## config.mk

```make
export PLATFORM = sky130hd
export DESIGN_NAME = wb_arbiter2
export DESIGN_NICKNAME = d
export VERILOG_FILES = /design/src/rtl/wb_arbiter2_pkg.sv /design/src/rtl/wb_arb_timer.sv /design/src/rtl/wb_arbiter2.sv
export SDC_FILE = /design/constraint.sdc
export NUM_CORES = 1
export LEC_CHECK = 0
export CAP_MARGIN = 20
export CORE_MARGIN = 5
export CORE_UTILIZATION = 25
export CTS_CLUSTER_DIAMETER = 60
export DETAILED_ROUTE_END_ITERATION = 10
export PLACE_DENSITY = 0.86
export SYNTH_ARGS = -nofsm -noshare
export SYNTH_HDL_FRONTEND = slang
export SYNTH_SLANG_ARGS = --single-unit
```

## constraint.sdc

```tcl
create_clock -name clk_i -period 4.05 [get_ports clk_i]
set_input_delay 1.215 -clock clk_i [delete_from_list [all_inputs] [get_ports clk_i]]
set_output_delay 1.215 -clock clk_i [all_outputs]
set_load 0.005 [all_outputs]
```

## src/rtl/wb_arbiter2_pkg.sv

```systemverilog
// Shared definitions for the two-master Wishbone arbiter: FSM encodings,
// default watchdog limit and a grant encoding helper.
package wb_arbiter2_pkg;

    localparam int unsigned TIMEOUT_DEF = 16;

    typedef enum logic [1:0] {
        IDLE  = 2'd0,
        GNT0  = 2'd1,
        GNT1  = 2'd2,
        DRAIN = 2'd3
    } state_t;

    // One-hot grant vector for master index sel.
    function automatic logic [1:0] gnt_onehot(input logic sel);
        return sel ? 2'b10 : 2'b01;
    endfunction

endpackage

```

## src/rtl/wb_arb_timer.sv

```systemverilog
// Watchdog counter: counts cycles while run_i is high and flags expiry at TIMEOUT-1.
module wb_arb_timer
    import wb_arbiter2_pkg::*;
#(
    parameter int unsigned TIMEOUT = TIMEOUT_DEF
) (
    input  logic clk_i,
    input  logic rst_i,
    input  logic clr_i,
    input  logic run_i,
    output logic expire_o
);

    localparam int unsigned CNT_W = $clog2(TIMEOUT + 1);
    localparam logic [CNT_W-1:0] LIMIT = CNT_W'(TIMEOUT - 1);

    logic [CNT_W-1:0] cnt_q;

    // Saturates at LIMIT so a held expiry never wraps back to zero.
    always_ff @(posedge clk_i) begin
        if (rst_i || clr_i) begin
            cnt_q <= '0;
        end else if (run_i && (cnt_q != LIMIT)) begin
            cnt_q <= cnt_q + CNT_W'(1);
        end
    end

    assign expire_o = run_i && !clr_i && (cnt_q == LIMIT);

endmodule

```

## src/rtl/wb_arbiter2.sv

```systemverilog
// Two-master round-robin arbiter for a pipelined Wishbone register bus.
// Optional watchdog with DRAIN state when WB_ARB_TIMEOUT_EN is defined.
module wb_arbiter2
    import wb_arbiter2_pkg::*;
#(
    parameter int unsigned WIDTH = 8,
    parameter int unsigned ADDR  = 7
`ifdef WB_ARB_TIMEOUT_EN
    ,
    parameter int unsigned TIMEOUT = TIMEOUT_DEF
`endif
) (
    input  logic             clk_i,
    input  logic             rst_i,

    input  logic             m0_cyc_i,
    input  logic             m0_stb_i,
    input  logic             m0_we_i,
    input  logic [ADDR-1:0]  m0_adr_i,
    input  logic [WIDTH-1:0] m0_dat_i,
    output logic             m0_ack_o,
    output logic             m0_rty_o,
    output logic             m0_err_o,
    output logic             m0_wat_o,
    output logic [WIDTH-1:0] m0_dat_o,

    input  logic             m1_cyc_i,
    input  logic             m1_stb_i,
    input  logic             m1_we_i,
    input  logic [ADDR-1:0]  m1_adr_i,
    input  logic [WIDTH-1:0] m1_dat_i,
    output logic             m1_ack_o,
    output logic             m1_rty_o,
    output logic             m1_err_o,
    output logic             m1_wat_o,
    output logic [WIDTH-1:0] m1_dat_o,

    output logic             s_cyc_o,
    output logic             s_stb_o,
    output logic             s_we_o,
    output logic [ADDR-1:0]  s_adr_o,
    output logic [WIDTH-1:0] s_dat_o,
    input  logic             s_ack_i,
    input  logic             s_wat_i,
    input  logic             s_rty_i,
    input  logic             s_err_i,
    input  logic [WIDTH-1:0] s_dat_i,

    output logic [1:0]       gnt_o
);

    state_t     state_q, state_d;
    logic       last_q, last_d;
    logic [1:0] gnt_q, gnt_d;
    logic       wd_err;

`ifdef WB_ARB_TIMEOUT_EN
    logic tmr_clr;

    // Counter is held at zero while idle, so it starts fresh on every grant.
    assign tmr_clr = s_ack_i | s_rty_i | s_err_i | (state_q == IDLE);

    wb_arb_timer #(
        .TIMEOUT (TIMEOUT)
    ) u_timer (
        .clk_i    (clk_i),
        .rst_i    (rst_i),
        .clr_i    (tmr_clr),
        .run_i    (s_cyc_o),
        .expire_o (wd_err)
    );
`else
    assign wd_err = 1'b0;
`endif

    assign m0_dat_o = s_dat_i;
    assign m1_dat_o = s_dat_i;
    assign gnt_o    = gnt_q;

    always_ff @(posedge clk_i) begin
        if (rst_i) begin
            state_q <= IDLE;
            last_q  <= 1'b1;
            gnt_q   <= 2'b00;
        end else begin
            state_q <= state_d;
            last_q  <= last_d;
            gnt_q   <= gnt_d;
        end
    end

    // Next-state logic and the combinational request/response routing.
    always_comb begin
        state_d  = state_q;
        last_d   = last_q;
        gnt_d    = gnt_q;
        s_cyc_o  = 1'b0;
        s_stb_o  = 1'b0;
        s_we_o   = 1'b0;
        s_adr_o  = '0;
        s_dat_o  = '0;
        m0_wat_o = m0_cyc_i;
        m1_wat_o = m1_cyc_i;
        m0_ack_o = 1'b0;
        m0_rty_o = 1'b0;
        m0_err_o = 1'b0;
        m1_ack_o = 1'b0;
        m1_rty_o = 1'b0;
        m1_err_o = 1'b0;

        unique case (state_q)
            IDLE: begin
                if (m0_cyc_i && (!m1_cyc_i || last_q)) begin
                    state_d = GNT0;
                    last_d  = 1'b0;
                    gnt_d   = gnt_onehot(1'b0);
                end else if (m1_cyc_i) begin
                    state_d = GNT1;
                    last_d  = 1'b1;
                    gnt_d   = gnt_onehot(1'b1);
                end
            end
            GNT0: begin
                s_cyc_o  = m0_cyc_i;
                s_stb_o  = m0_stb_i;
                s_we_o   = m0_we_i;
                s_adr_o  = m0_adr_i;
                s_dat_o  = m0_dat_i;
                m0_wat_o = s_wat_i;
                m0_ack_o = s_ack_i;
                m0_rty_o = s_rty_i;
                m0_err_o = s_err_i | wd_err;
                if (!m0_cyc_i) begin
                    state_d = IDLE;
                    gnt_d   = 2'b00;
                end
`ifdef WB_ARB_TIMEOUT_EN
                else if (wd_err) begin
                    state_d = DRAIN;
                end
`endif
            end
            GNT1: begin
                s_cyc_o  = m1_cyc_i;
                s_stb_o  = m1_stb_i;
                s_we_o   = m1_we_i;
                s_adr_o  = m1_adr_i;
                s_dat_o  = m1_dat_i;
                m1_wat_o = s_wat_i;
                m1_ack_o = s_ack_i;
                m1_rty_o = s_rty_i;
                m1_err_o = s_err_i | wd_err;
                if (!m1_cyc_i) begin
                    state_d = IDLE;
                    gnt_d   = 2'b00;
                end
`ifdef WB_ARB_TIMEOUT_EN
                else if (wd_err) begin
                    state_d = DRAIN;
                end
`endif
            end
`ifdef WB_ARB_TIMEOUT_EN
            // Slave is cut off; wait for the timed-out owner to release its cycle.
            DRAIN: begin
                if (!(last_q ? m1_cyc_i : m0_cyc_i)) begin
                    state_d = IDLE;
                    gnt_d   = 2'b00;
                end
            end
`endif
            default: begin
                state_d = IDLE;
                gnt_d   = 2'b00;
            end
        endcase
    end

endmodule
```

==> impl_metrics.yaml <==
detailed_routing:
  ant_nets: 0
  drt-initial-drc-count: 54
  wl_per_cell_um: 14.7
  drt-total-wl_um: 2430
  drt-met1-wl_um: 819
  vias_per_cell: 4.71
  drtPass1Iterations: 4
  drc_errors: 0
  vias: 782
  wl_met3_um: 195
  wl_met2_um: 1420
  top_layer: "met3"
timing:
  fin_ws_ns: 0.260
  hold_viol: 0
  final.setup_skew_ns: 0.00169
  finalSetupTns_ns: 0
  post-route-period-util_pct: 93.6
  timing.hold.ws_ns: 0.554
  relSlewSlack_pct: 47.2
  tightest_slew_ns: 0.791
  min_period_ns: 3.79
  rsz0062_at_grt: "false"
  drv_slew: 0
  finalSetupViolCount: 0
  clock.fmax_ghz: 0.264
logic_synthesis:
  synth-seq-cells: 3
  syn_area_per_cell_um2: 7.58
  syn_area_um2: 637
  ys_seq_area_share_pct: 9.43
  yosysWarnings: 0
  synthesis.nets: 137
  synth_cells: 84
  synthDistinctLibCells: 20
global_route:
  grt_use_total_pct: 13.3
  grt_first_pass_wirelength_um: 3710
  grt_antenna_before_repair: 0
  gr-total-overflow: 0
  grt_max_degree: 23
  grt_pass1_vias: 799
setup_path:
  crit_path_end_kind: "output pin"
  reg2regPathDepth: 5
  r2r-end: "gnt_o[0]"
  startpoint: "m0_cyc_i"
  crit_end: "s_cyc_o"
  regToRegStartpoint: "gnt_o[0]"
  critPathKind: "primary input to output pin"
  arrival_ns: 2.57
  cp_max_fo: 6
  cp.required_ns: 2.83
  worst_setup_path_start_kind: "primary input"
  rrSetupSlack_ns: 2.20
power_and_ir_drop:
  switching_share_pct: 30.9
  peakVddDrop_uv: 116
  sequentialPowerShare_pct: 14.4
  power.internal_w: 0.000172
  power.switching_w: 0.0000766
  p_leak_nw: 0.412
  pwr-share-comb_pct: 64.5
  pwr-share-clk_pct: 21.1
  power_density_nw_per_um2: 199
clocking:
  htreeDepth: 1
  cts-root-buf: "clkbuf_4"
  cts.reportedPaths.clkPinSlew_ns: 0.04
  cts_resized: 0
  cts_buffers: 3
  clock_latency_ns: 0.23
  postCtsHoldBufs: 0
  cts_tree: "built"
  clockBufferDepth: 2
  cts_num_sinks: 3
  cts_setup_buffers: 0
placed_design:
  dpl.hpwl_um: 2010
  dp_slack_ns: 0.258
  gp_congestion: 0.627
  port_buffers: 69
final_layout:
  nets: 190
  area_growth_syn_to_layout_pct: 95.9
  fill_cells: 232
  n_antenna_cell: 0
  drive_above_1_share_pct: 5.15
floorplanning:
  dieArea_um2: 3660
  num_io_pins: 94
  die_h_um: 60.5
  start_util_pct: 25.9
  rows: 18
  core_area_um2: 2450
  die_w_um: 60.5
status:
  status: "complete, no violations"
flow_run:
  maxCapViolations: 0
hold_path:
  min-delay-path-class: "flop to flop"
critical path, stage by stage:
cell and delay (ns):
clkdlybuf4s50_1 0.59, a22oi_2 0.11, nor2b_1 0.15, clkdlybuf4s50_1 0.52
final cells by class:
type | count | area [um^2] | share of cell area [%]
Timing Repair Buffer | 69 | 691 | 55.4
Multi-Input combinational cell | 58 | 425 | 34.1
Sequential cell | 3 | 60.1 | 4.81
Tap cell | 30 | 37.5 | 3.01
Clock buffer | 4 | 26.3 | 2.11
Inverter | 2 | 7.51 | 0.602
power by group through the flow:
stage	Combinational [W]	Clock, W	Sequential [W]
global route	0.000173	0.0000564	0.0000363
CTS	0.000162	0.0000548	0.0000358
floorplan	0.0000850	0	0.0000363
global placement	0.000157	0	0.0000361
finish	0.000160	0.0000524	0.0000358
detailed placement	0.000161	0	0.0000363
Yosys cell counts:
library cell / number / area (um^2)
clkbuf_1: 1 / 3.75
o32ai_1: 2 / 17.5
buf_2: 4 / 20.0
nand3b_1: 2 / 15.0
nor2b_1: 18 / 113
nor2_1: 1 / 3.75
a21o_1: 1 / 7.51
a22oi_1: 17 / 128
dfxtp_1: 3 / 60.1
nand2b_1: 1 / 6.26
a21oi_1: 1 / 5.00
a22oi_2: 1 / 12.5
and2_1: 6 / 37.5
a31oi_1: 1 / 6.26
mux2_2: 2 / 22.5
ha_1: 3 / 37.5
or2_2: 1 / 6.26
a21boi_1: 1 / 7.51
buf_4: 16 / 120
inv_1: 2 / 7.51
registers in the layout (all words and copies together), names as in the netlist:
| signal | count |
|---|---|
| last_q | 1 |
| gnt_o | 2 |
stage by stage:
step	util, %	cell area, um^2	power (W)	instances
after floorplan	-	637	0.000121	84
after global placement	49.7	1220	0.000193	162
after detailed placement	49.7	1220	0.000197	162
after CTS	50.8	1250	0.000252	166
after global routing	50.8	1250	0.000266	166
final	50.8	1250	0.000248	166
layer usage:
layer  up-vias  GRT usage (%)
met5         -              0
met4         0           5.57
met3         0           3.19
met2        24           25.8
met1       371           13.5
li1        387              -
kinds of logic after synthesis:
family | count (synthesis) | synth area share, %
and+or+nand+nor | 29 | 28.5
buffers and inverters | 23 | 23.8
adders and majority gates | 3 | 5.89
muxes | 2 | 3.54
DFF | 3 | 9.43
AOI/OAI and AO/OA | 24 | 28.9
layout by cell type, fill, tap and decap left out:
| master | count |
|---|---|
| or2_2 | 1 |
| a21o_1 | 1 |
| clkdlybuf4s50_1 | 69 |
| and2_1 | 6 |
| a22oi_1 | 17 |
| dfxtp_1 | 3 |
| clkbuf_4 | 3 |
| nand3b_1 | 2 |
| inv_1 | 2 |
| a21oi_1 | 1 |
| o32ai_1 | 2 |
| a31oi_1 | 1 |
| a21boi_1 | 1 |
| ha_1 | 3 |
| mux2_2 | 2 |
| a22oi_2 | 1 |
| clkbuf_1 | 1 |
| nand2b_1 | 1 |
| nor2_1 | 1 |
| nor2b_1 | 18 |
how the worst min path moves through the flow:
stage / from / end / depth (start not counted)
2_1_floorplan: last_q / last_q / 2
3_3_place_gp: gnt_o[1] / gnt_o[1] / 2
3_5_place_dp: last_q / last_q / 2
4_1_cts: gnt_o[1] / gnt_o[1] / 2
5_1_grt: last_q / last_q / 2
6_report: gnt_o[1] / gnt_o[1] / 2
No activity file was read; power rests on OpenSTA's default activity.
